$ cat config.mk
export PLATFORM = sky130hd
export DESIGN_NAME = mod_counter_prog
export DESIGN_NICKNAME = d
export VERILOG_FILES = /design/src/rtl/mod_counter_prog.sv
export SDC_FILE = /design/constraint.sdc
export NUM_CORES = 1
export LEC_CHECK = 0
export CAP_MARGIN = 20
export CORE_MARGIN = 3
export CORE_UTILIZATION = 60
export CTS_BUF_LIST = sky130_fd_sc_hd__clkbuf_8
export DETAILED_ROUTE_END_ITERATION = 6
export DONT_BUFFER_PORTS = 1
export PLACE_DENSITY = 0.76
export SYNTH_ARGS = -nofsm -noshare
export SYNTH_HDL_FRONTEND = slang
export SYNTH_SLANG_ARGS = --single-unit
$ cat constraint.sdc
create_clock -name clk -period 4 [get_ports clk]
set_clock_uncertainty 0.2 [all_clocks]
set_input_delay 0.6 -clock clk [delete_from_list [all_inputs] [get_ports clk]]
set_output_delay 0.6 -clock clk [all_outputs]
set_load 0.1 [all_outputs]
$ cat src/rtl/mod_counter_prog.sv
`default_nettype none
// ============================================================================
// Module   : mod_counter_prog
// Brief    : Runtime-programmable modulo counter with up/down, clear, load,
//            wrap/one-shot modes and registered wrap/halted status.
// Revision : 1.0 - initial release
// ============================================================================
module mod_counter_prog #(
    parameter int unsigned WIDTH       = 8,
    parameter int unsigned FINAL_VALUE = 9
) (
    input  logic             clk,
    input  logic             reset_n,
    input  logic             enable,
    input  logic             clear,
    input  logic             load,
    input  logic [WIDTH-1:0] load_value,
    input  logic             mod_wr,
    input  logic [WIDTH-1:0] mod_value,
    input  logic             up_down,
    input  logic             oneshot,
    output logic [WIDTH-1:0] q,
    output logic [WIDTH-1:0] final_q,
    output logic             at_term,
    output logic             wrap,
    output logic             halted
);

    localparam logic [WIDTH-1:0] c_final_rst = FINAL_VALUE[WIDTH-1:0];
    localparam logic [WIDTH-1:0] c_zero      = '0;
    localparam logic [WIDTH-1:0] c_one       = {{(WIDTH-1){1'b0}}, 1'b1};

    logic [WIDTH-1:0] r_q;
    logic [WIDTH-1:0] r_final;
    logic             r_wrap;
    logic             r_halted;

    logic [WIDTH-1:0] w_q_nxt;
    logic             w_wrap_nxt;
    logic             w_halted_nxt;
    logic [WIDTH-1:0] w_eff_final;
    logic [WIDTH-1:0] w_terminal;

    // A load in the same cycle as mod_wr clamps against the value being written
    assign w_eff_final = mod_wr ? mod_value : r_final;
    assign w_terminal  = up_down ? r_final : c_zero;

    always_comb begin
        w_q_nxt      = r_q;
        w_wrap_nxt   = 1'b0;
        w_halted_nxt = r_halted && oneshot;
        if (clear) begin
            w_q_nxt      = c_zero;
            w_halted_nxt = 1'b0;
        end else if (load) begin
            w_q_nxt      = (load_value > w_eff_final) ? w_eff_final : load_value;
            w_halted_nxt = 1'b0;
        end else if (enable && !r_halted) begin
            if (up_down) begin
                if (r_q >= r_final) begin
                    w_q_nxt    = c_zero;
                    w_wrap_nxt = 1'b1;
                end else if (oneshot && (r_q == r_final - c_one)) begin
                    w_q_nxt      = r_final;
                    w_wrap_nxt   = 1'b1;
                    w_halted_nxt = 1'b1;
                end else begin
                    w_q_nxt = r_q + c_one;
                end
            end else begin
                if ((r_q == c_zero) || (r_q > r_final)) begin
                    w_q_nxt    = r_final;
                    w_wrap_nxt = 1'b1;
                end else if (oneshot && (r_q == c_one)) begin
                    w_q_nxt      = c_zero;
                    w_wrap_nxt   = 1'b1;
                    w_halted_nxt = 1'b1;
                end else begin
                    w_q_nxt = r_q - c_one;
                end
            end
        end
    end

    always_ff @(posedge clk or negedge reset_n) begin
        if (!reset_n) begin
            r_q      <= c_zero;
            r_final  <= c_final_rst;
            r_wrap   <= 1'b0;
            r_halted <= 1'b0;
        end else begin
            r_q      <= w_q_nxt;
            r_wrap   <= w_wrap_nxt;
            r_halted <= w_halted_nxt;
            if (mod_wr) begin
                r_final <= mod_value;
            end
        end
    end

    assign q       = r_q;
    assign final_q = r_final;
    assign wrap    = r_wrap;
    assign halted  = r_halted;
    assign at_term = (r_q == w_terminal);

endmodule
`default_nettype wire

==> summary.txt, run 1 <==
Routing
  – Total Wirelength: 6360 um
  – Final ANT Viol Nets: 0
  – TritonRoute pass-1 iters: 5
  – Initial DRC count: 175
  – DRC Markers: 0
  – WL/cell: 19.3 um
  – Vias per inst: 6.68
  – Total number of vias: 2199

Synthesis
  – Mean Syn Cell Area: 7.82 sq um
  – Post-synth top area share: 18.8%
  – Gate count after technology mapping: 273
  – #FFs+latches synth: 18
  – Syn nets: 317
  – Netlist Area Pre-Place: 2130 sq um
  – Count leader, synth: nand2_1
  – Post-synth EDFFs: 0
  – Synth cell types: 59
  – Yosys warnings: 0
  – Post-synth top cells: nand2_1, inv_1, a21oi_1
  – Asr flop ratio synth: 100%
  – Sequential area share after synthesis: 21.2%
  – Synth area leaders: dfrtp_1, ha_1, nand2_1
  – Main flop type after synthesis: dfrtp_1
  – Synth area leader: dfrtp_1

Timing
  – RSZ-0062 raised after global routing: false
  – Fmax: 0.316 GHz
  – Max Slew Vio Count: 0
  – Worst relative slew slack: 38.2%
  – Setup violators final: 0
  – Fin Hold WS: 0.185 ns
  – Tmin final: 3.16 ns
  – Worst Max-Slew Pin Slew: 0.925 ns
  – Total negative setup slack: 0 ns
  – Fin. Hold Viols: 0
  – Period utilization: 79.1%

Flow run
  – Max Cap Viol: 0

Floorplanning
  – Io pins: 43
  – Die Y: 65.6 um
  – Total core area: 3390 sq um
  – Die area: 4310 sq um
  – Site row count: 21
  – Die Wd: 65.6 um
  – Initial core utilization: 63.0%

Final layout
  – Layout cell share with drive strength beyond 1: 13.8%
  – Ant. Diodes: 0
  – Nets@finish: 328
  – Final cell count without fillers: 329
  – Area growth syn-to-layout: 9.50%

Hold path
  – Hold_sp: load
  – Hold Path Sink: halted
  – Hold Crit Class: primary input to flop
  – Hold path depth: 1

Clock tree
  – Num Clock Sinks: 18
  – CTS tree: built
  – Skew-Pair Late Insertion Delay: 0.27 ns
  – Root Driver: clkbuf_8
  – CTS Buf Count: 3
  – Clk slew on worst S/H paths: 0.09 ns
  – Max Root-Sink Buffers: 2
  – Post-CTS Setup Inserts: 0
  – Max H-tree Level: 1

GRT
  – GRT met3 Usage: 7.18%
  – Busiest grt layer: met2
  – Met2 usage: 49.2%
  – Antenna violations before repair: 0
  – Overall Global Routing Usage: 31.2%
  – GR Util met1: 41.6%
  – Number of global-route vias before repair: 2018
  – Grt ovf: 0
  – Largest net degree at the start of global routing: 21
  – First-pass GRT wire length: 10200 um

Worst setup path
  – Worst setup SP type: flop
  – Critical Path Sink Type: flop
  – FF-to-FF setup slack: 0.84 ns
  – Critical Path AT: 3.12 ns
  – Reg2Reg Depth: 10
  – Ordered list of cells on the worst path: buf_4, ha_1, nor2b_1, o211ai_1, a21oi_1, nor3_2, o22ai_2, and2_1, a2111oi_1, o21ai_1
  – Reg-to-reg startpoint: final_q[0]
  – Required @ worst endpoint: 3.96 ns
  – Slowest-stage cell, CP: dfstp_2
  – Critical-path maximum fanout: 6
  – RR Endpoint: q[2]
  – Slowest cell delay on critical path: 0.54 ns
  – Critical path class: flop to flop

Power
  – Leak: 1.06 nW
  – Power per Cell Area: 427 nW/um^2
  – Worst ir drop on vdd: 299 uV

Placement
  – DP Wirelength: 4810 um
  – Routability Congestion: 0.936
  – Inst Count DP: 324
  – IO Port Bufs: 0

Outcome
  – Status: finished clean
how the worst max path moves through the flow:
stage	startpoint	end	slack, ns	depth (start not counted)
final	final_q[0]	q[2]	0.84	10
after global routing	final_q[3]	q[2]	0.62	11
after CTS	final_q[0]	q[2]	0.84	10
after detailed placement	final_q[0]	q[2]	0.86	10
after global placement	final_q[0]	q[2]	0.86	10
after floorplan	q[5]	at_term	0.03	6
kinds of logic after synthesis:
family / count (synthesis) / share of synthesized area (%)
compound gates: 80 / 26.4
xor+xnor: 14 / 6.45
fa+ha+maj: 20 / 11.7
buf+inv: 40 / 7.80
flops: 18 / 21.2
mux: 8 / 3.75
simple gates: 93 / 22.7
layer usage:
layer / vias to the layer above / share of wire (%)
met5: - / 0
met4: 0 / 2.7
met3: 19 / 9.8
met2: 132 / 46
met1: 1021 / 42
li1: 1027 / -
worst max-delay path, delay by kind of cell, from the launching register on:
family	cells	cell delay (ns)
fa+ha+maj	1	0.22
simple gates	3	0.67
buf+inv	1	0.33
flops	1	0.54
compound gates	5	1.08
cell usage in the layout, fill, tap and decap left out, drive strengths merged, types with 2 or more instances in the layout:
master	count
nand2	30
inv	25
a21oi	21
ha	20
buf	20
o21ai	19
dfrtp	16
nor2	16
nand4	8
mux2i	8
nand3	8
nor4	7
xor2	7
nor3	7
xnor2	6
and3	5
o22ai	5
a2111oi	5
o211ai	4
clkbuf	4
a22oi	3
nor2b	3
o21a	2
a31oi	2
or3	2
or2	2
a21o	2
a22o	2
o31ai	2
o221ai	2
a211o	2
dfstp	2
cell type report:
cell class                 instances  area, sq um
multi-input combinational        215         1520
fill                             286         1050
sequential                        18          453
timing repair buffer              21          160
inverter                          25         93.8
tap                               46         57.6
clock buffer                       4         55.1
sequential cells by signal, indices dropped and copies added (netlist names):
signal   flops
wrap         1
q            8
final_q      8
halted       1
power by group:
group          switching (W)  internal (W)  leakage [nW]
logic               0.000406      0.000179         0.802
registers          0.0000460      0.000203         0.225
clock network      0.0000763     0.0000879        0.0288
total               0.000528      0.000470          1.06
through the flow:
stage	instance area (sq um)	power [W]	utilization [%]	worst slack, ns
2_1_floorplan	2130	0.000714	-	0.0270
3_3_place_gp	2270	0.000814	67.0	0.860
3_5_place_dp	2270	0.000820	67.0	0.862
4_1_cts	2340	0.000986	69.0	0.839
5_1_grt	2340	0.00105	69.0	0.624
6_report	2340	0.000998	69.0	0.836
timing repair:
| action | in CTS | in global routing |
|---|---|---|
| gates resized for setup | 0 | 0 |
| endpoints found under the hold margin | 18 | 0 |
| setup endpoints to repair | 0 | 0 |
| hold buffers | 1 | 0 |
Power figures use the tool's default switching activity.
==> run 2: changes to the inputs <==
--- a/config.mk
+++ b/config.mk
@@ -11,7 +11,7 @@
 export CTS_BUF_LIST = sky130_fd_sc_hd__clkbuf_8
 export DETAILED_ROUTE_END_ITERATION = 6
 export DONT_BUFFER_PORTS = 1
-export PLACE_DENSITY = 0.76
+export PLACE_DENSITY = 0.79
 export SYNTH_ARGS = -nofsm -noshare
 export SYNTH_HDL_FRONTEND = slang
 export SYNTH_SLANG_ARGS = --single-unit
==> constraint.sdc (replaced) <==
create_clock -name clk -period 2.8 [get_ports clk]
set_clock_uncertainty 0.2 [all_clocks]
set_input_delay 0.42 -clock clk [delete_from_list [all_inputs] [get_ports clk]]
set_output_delay 0.42 -clock clk [all_outputs]
set_load 0.1 [all_outputs]
==> run 2 against run 1 <==
The run now ends with design-rule violations, negative setup slack left. Utilization increased by 21 points. Cell area is 31% higher. Clock power increased by 25%. Register-to-register slack got worse by 1.1 ns. Largest power group unchanged. Highest routed layer unchanged.
==> summary.txt, run 2 (synthesized netlist as in run 1, its figures left out) <==
Timing
  – Setup violators final: 10 (+10)
  – Worst Max-Slew Pin Slew: 0.949 ns (+0.0240 ns)
  – RSZ-0062 raised after global routing: true
  – Fin. Hold Viols: 0 (unchanged)
  – Fmax: 0.323 GHz (+2.2%)
  – Max Slew Vio Count: 0 (unchanged)
  – Worst Setup Slack, final: -0.295 ns (-1.13 ns)
  – Tmin final: 3.09 ns (-0.0688 ns)
  – Worst relative slew slack: 36.6% (-1.6 points)
  – Fin Hold WS: 0.0140 ns (-0.171 ns)
  – Period utilization: 111% (+31 points)
  – Total negative setup slack: -1.49 ns (-1.49 ns)

Placement
  – Routability Congestion: 0.940 (+0.46%)
  – DP Wirelength: 5260 um (+9.4%)
  – IO Port Bufs: 0 (unchanged)

Flow run
  – Max Cap Viol: 0 (unchanged)

Floorplanning
  – Die Wd: 65.6 um (unchanged)
  – Initial core utilization: 63.0% (unchanged)
  – Io pins: 43 (unchanged)
  – Total core area: 3390 sq um (unchanged)
  – Die Y: 65.6 um (unchanged)
  – Die area: 4310 sq um (unchanged)
  – Site row count: 21 (unchanged)

Final layout
  – # fillers: 141 (-51%)
  – Area growth syn-to-layout: 43.4%
  – Ant. Diodes: 0 (unchanged)
  – Nets@finish: 366 (+12%)
  – Most frequent cells in the layout: buf_4, nand2_1, inv_1, nor2_1, ha_1
  – Commonest non-fill, non-tap cell in the layout: buf_4
  – Layout cell share with drive strength beyond 1: 42.4% (+29 points)

Worst setup path
  – Critical path class: flop to flop
  – Slowest-stage cell, CP: dfrtp_4
  – Worst setup SP type: flop
  – Worst path depth: 11 (+1)
  – Reg-to-reg startpoint: final_q[1]
  – Required @ worst endpoint: 2.73 ns (-1.23 ns)
  – FF-to-FF setup slack: -0.29 ns (-1.13 ns)
  – Reg2Reg Depth: 11 (+1)
  – WP buf/inv: 2 (+1)
  – Slowest cell delay on critical path: 0.50 ns (-0.04 ns)
  – Ordered list of cells on the worst path: inv_4, ha_1, nor2b_1, o211ai_1, a21oi_2, nor3_4, buf_6, mux2i_1, nor2_1, o31ai_1, a22oi_1
  – Top Family by Delay on Critical Path: compound AO/OA/AOI/OAI gates
  – Critical Path AT: 3.03 ns (-0.09 ns)
  – Critical Path Sink Type: flop
  – RR Endpoint: q[1]
  – CP Launch Point: final_q[1]
  – Critical-path maximum fanout: 4 (-2)

Power
  – Leak: 1.27 nW (+21%)
  – Power per Cell Area: 602 nW/um^2 (+41%)
  – Tot Pwr: 0.00184 W (+84%)
  – Worst ir drop on vdd: 339 uV (+13%)

Outcome
  – Status: finished, violations left
  – Failing checks: design-rule violations, negative setup slack

Clock tree
  – Clk slew on worst S/H paths: 0.08 ns (about the same)
  – Root Driver: clkbuf_8
  – Max H-tree Level: 1 (unchanged)
  – Max Root-Sink Buffers: 2 (unchanged)
  – CTS Buf Count: 3 (unchanged)
  – Num Clock Sinks: 18 (unchanged)
  – Skew-Pair Late Insertion Delay: 0.27 ns (about the same)
  – CTS tree: built

Routing
  – Total number of vias: 2830 (+29%)
  – DRC Markers: 14 (+14)
  – Vias per inst: 7.71 (+15%)
  – Total Wirelength: 9920 um (+56%)
  – TritonRoute pass-1 iters: 7 (+2)
  – Initial DRC count: 612 (+250%)
  – WL/cell: 27.0 um (+40%)
  – Final ANT Viol Nets: 0 (unchanged)

GRT
  – Overall Global Routing Usage: 34.4% (+3.2 points)
  – First-pass GRT wire length: 11200 um (+9.7%)
  – Antenna violations before repair: 0 (unchanged)
  – Largest net degree at the start of global routing: 21 (unchanged)
  – Grt ovf: 0 (unchanged)
  – Number of global-route vias before repair: 2208 (+9.4%)

Hold path
  – Hold_sp: load
  – Hold Crit Class: primary input to flop
  – Hold path depth: 1 (unchanged)
  – Hold Path Sink: halted
==> run 2: changes by cell type in the layout (fill, tap and decap cells not counted), moves of 10 or more <==
| cell | delta |
|---|---|
| buf_6 | +13 |
| a21oi_2 | +10 |
| a21oi_1 | -10 |
| dfrtp_1 | -14 |
| buf_4 | +21 |
| o21ai_0 | -12 |
==> run 2: worst register-to-register path, stage by stage (launching register included) <==
cell and delay [ns]:
dfrtp_4 0.50, inv_4 0.10, ha_1 0.26, nor2b_1 0.16
o211ai_1 0.32, a21oi_2 0.12, nor3_4 0.29, buf_6 0.17
mux2i_1 0.24, nor2_1 0.08, o31ai_1 0.39, a22oi_1 0.12
==> run 2: final cells by class <==
cell class / instances / area (sq um) / area share [%]
multi-input cells: 216 / 1840 / 60.0
repair buffers: 58 / 524 / 17.1
flip-flops and latches: 18 / 495 / 16.2
inverters: 25 / 101 / 3.31
well taps: 46 / 57.6 / 1.88
clock buffers: 3 / 41.3 / 1.35
clock inverters: 1 / 3.75 / 0.123
==> run 2: where the power goes <==
group          total [W]  internal (W)  switching, W
clock           0.000205     0.0000983      0.000107
sequential      0.000371      0.000302     0.0000682
combinational    0.00127      0.000465      0.000800
total            0.00184      0.000865      0.000976
==> run 2: timing repair <==
item / 4_1_cts / 5_1_grt
cloned: 0 / 1
pin swaps: 7 / 24
endpoints found under the hold margin: 18 / 0
endpoints found under the setup margin: 8 / 9
setup buffers: 2 / 15
hold buffers: 1 / 0
gates resized for setup: 8 / 66
==> run 2: worst max path at each step <==
stage | to | slack (ns)
final | q[1] | -0.29
after floorplan | q[2] | -0.13
after detailed placement | q[2] | -0.06
after global routing | q[1] | -0.32
after CTS | q[2] | -0.006
after global placement | q[7] | -0.02
==> run 2: stage by stage <==
stage	instance area (sq um)	utilization, %	std cells	worst slack [ns]
finish	3060	90.3	367	-0.295
global placement	2530	74.6	345	-0.0243
global route	3060	90.3	367	-0.318
detailed placement	2530	74.6	345	-0.0638
floorplan	2230	-	273	-0.134
CTS	2630	77.7	352	-0.00581
==> run 2: routing by layer <==
layer  global-route usage [%]  vias to the layer above  wire length [um]
li1                         -                     1107                 -
met1                     45.6                     1273              3250
met2                     53.6                      323              4380
met3                     6.84                      127              1390
met4                     15.5                        0               909
met5                        0                        -                 0
==> run 3: changes to the inputs <==
--- a/config.mk
+++ b/config.mk
@@ -11,6 +11,7 @@
 export CTS_BUF_LIST = sky130_fd_sc_hd__clkbuf_8
 export DETAILED_ROUTE_END_ITERATION = 6
 export DONT_BUFFER_PORTS = 1
+export GPL_TIMING_DRIVEN = 0
 export PLACE_DENSITY = 0.79
 export SYNTH_ARGS = -nofsm -noshare
 export SYNTH_HDL_FRONTEND = slang
==> run 3 against run 2 <==
First-iteration DRC count down 65%. Critical endpoint is now q[6]. Sequential share of layout area grew 2.3 points. Cell area decreased by 10%. Combinational power shrank 33%. The flow finishes with violations (negative setup slack). Fmax down 4.4%. Global-route usage up 1.2 points. Die area did not move. Setup slack worse by 0.14 ns. Sequential cell count unchanged.
==> summary.txt, run 3 (synthesized netlist as in run 1, its figures left out) <==
Outcome
  – Status: finished, violations left
  – Failing checks: negative setup slack

GRT
  – Grt ovf: 0 (unchanged)
  – Largest net degree at the start of global routing: 19 (-9.5%)
  – Number of global-route vias before repair: 2285 (+3.5%)
  – Antenna violations before repair: 0 (unchanged)
  – First-pass GRT wire length: 11500 um (+2.7%)
  – Overall Global Routing Usage: 35.6% (+1.2 points)

Timing
  – Period utilization: 116% (+5.1 points)
  – Worst relative slew slack: 37.9% (+1.4 points)
  – Fmax: 0.309 GHz (-4.4%)
  – Tmin final: 3.24 ns (+0.144 ns)
  – Worst Max-Slew Pin Slew: 0.931 ns (-0.0171 ns)
  – Worst Setup Slack, final: -0.439 ns (-0.144 ns)
  – Fin Hold WS: 0.0244 ns (+0.0104 ns)
  – RSZ-0062 raised after global routing: true
  – Max Slew Vio Count: 0 (unchanged)
  – Setup violators final: 11 (+1)
  – Total negative setup slack: -3.63 ns (-2.14 ns)
  – Fin. Hold Viols: 0 (unchanged)

Hold path
  – Hold path depth: 1 (unchanged)
  – Hold Crit Class: primary input to flop
  – Hold Path Sink: halted
  – Hold_sp: clear

Routing
  – Final ANT Viol Nets: 0 (unchanged)
  – TritonRoute pass-1 iters: 7 (unchanged)
  – WL/cell: 21.7 um (-20%)
  – Total Wirelength: 7500 um (-24%)
  – Total number of vias: 2374 (-16%)
  – Initial DRC count: 215 (-65%)
  – Vias per inst: 6.86 (-11%)
  – DRC Markers: 0 (-14)

Placement
  – Setup Slack @ Placement: -0.548 ns (-0.484 ns)
  – IO Port Bufs: 0 (unchanged)
  – Inst Count DP: 319 (-7.5%)
  – DP Wirelength: 4920 um (-6.6%)
  – Routability Congestion: 0.975 (+3.8%)

Worst setup path
  – Critical Path AT: 3.18 ns (+0.15 ns)
  – Worst setup SP type: flop
  – Critical-path maximum fanout: 7 (+3)
  – RR Endpoint: q[6]
  – Critical path class: flop to flop
  – FF-to-FF setup slack: -0.44 ns (-0.14 ns)
  – Reg-to-reg startpoint: final_q[1]
  – Critical Path Sink Type: flop
  – Reg2Reg Depth: 11 (unchanged)
  – Required @ worst endpoint: 2.74 ns (about the same)

Clock tree
  – Skew-Pair Late Insertion Delay: 0.26 ns (about the same)
  – Max H-tree Level: 1 (unchanged)
  – Max Root-Sink Buffers: 2 (unchanged)
  – Num Clock Sinks: 18 (unchanged)
  – CTS Buf Count: 3 (unchanged)
  – Root Driver: clkbuf_8
  – Clk slew on worst S/H paths: 0.07 ns (about the same)
  – CTS tree: built

Final layout
  – Commonest non-fill, non-tap cell in the layout: nand2_1
  – Nets@finish: 345 (-5.7%)
  – Area growth syn-to-layout: 29.1%
  – Layout cell share with drive strength beyond 1: 31.3% (-11 points)
  – Most frequent cells in the layout: nand2_1, inv_1, buf_4, ha_1, a21oi_1
  – Final cell count without fillers: 346 (-5.7%)
  – Ant. Diodes: 0 (unchanged)

Floorplanning
  – Die Y: 65.6 um (unchanged)
  – Initial core utilization: 63.0% (unchanged)
  – Die Wd: 65.6 um (unchanged)
  – Die area: 4310 sq um (unchanged)
  – Site row count: 21 (unchanged)
  – Total core area: 3390 sq um (unchanged)
  – Io pins: 43 (unchanged)

Power
  – Power per Cell Area: 601 nW/um^2 (about the same)
  – Worst ir drop on vdd: 378 uV (+11%)
  – Leak: 1.13 nW (-11%)

Flow run
  – Max Cap Viol: 0 (unchanged)
## run 3: critical path, cell delays in order (launching register included)
cell       delay [ns]
dfrtp_4          0.68
inv_8            0.14
ha_4             0.14
or3b_4           0.38
o22a_1           0.26
a2111oi_4        0.36
o21ai_4          0.18
nand3_4          0.16
buf_6            0.12
o221ai_2         0.10
a221oi_2         0.29
o21ai_1          0.11
## run 3: what timing repair did
item / CTS / global route
endpoints found under the setup margin: 11 / 11
buffers inserted: 18 / 3
gates cloned: 1 / 0
hold buffers: 1 / 0
endpoints found under the hold margin: 18 / 0
pin swaps: 21 / 17
gates resized for setup: 43 / 24
## run 3: how the worst max path moves through the flow
stage	depth (start not counted)	endpoint	slack, ns	from
final	11	q[6]	-0.44	final_q[1]
after detailed placement	11	q[2]	-0.55	q[0]
after global placement	11	q[2]	-0.51	q[0]
after CTS	11	q[6]	-0.36	final_q[0]
after floorplan	10	q[2]	-0.13	final_q[1]
after global routing	11	q[6]	-0.53	final_q[1]
## run 3: final cells by class
type	instances	area (sq um)
sequential	18	510
inverter	25	109
clock buffer	4	55.1
tap	46	57.6
buffer	15	101
fill	206	634
timing repair buffer	22	183
multi-input combinational	216	1740
## run 3: per-stage QoR
step / cell area [sq um] / power (W) / utilization, %
2_1_floorplan: 2230 / 0.00106 / -
3_3_place_gp: 2280 / 0.00118 / 67.4
3_5_place_dp: 2280 / 0.00120 / 67.4
4_1_cts: 2640 / 0.00157 / 78.0
5_1_grt: 2760 / 0.00174 / 81.3
6_report: 2760 / 0.00166 / 81.3
## run 3: report_power, final
| group | internal [W] | switching, W | total (W) | leakage, nW |
|---|---|---|---|---|
| logic | 0.000364 | 0.000486 | 0.000850 | 0.895 |
| registers | 0.000308 | 0.000281 | 0.000589 | 0.208 |
| clock network | 0.000125 | 0.0000915 | 0.000217 | 0.0288 |
| total | 0.000797 | 0.000859 | 0.00166 | 1.13 |
## run 3: per-layer routing
layer	GRT usage, %	part of all wire (%)	up-vias
met2	56.9	47	168
met1	44.2	38	1085
met4	18.1	5.6	0
li1	-	-	1066
met5	0	0	-
met3	8.38	10	55
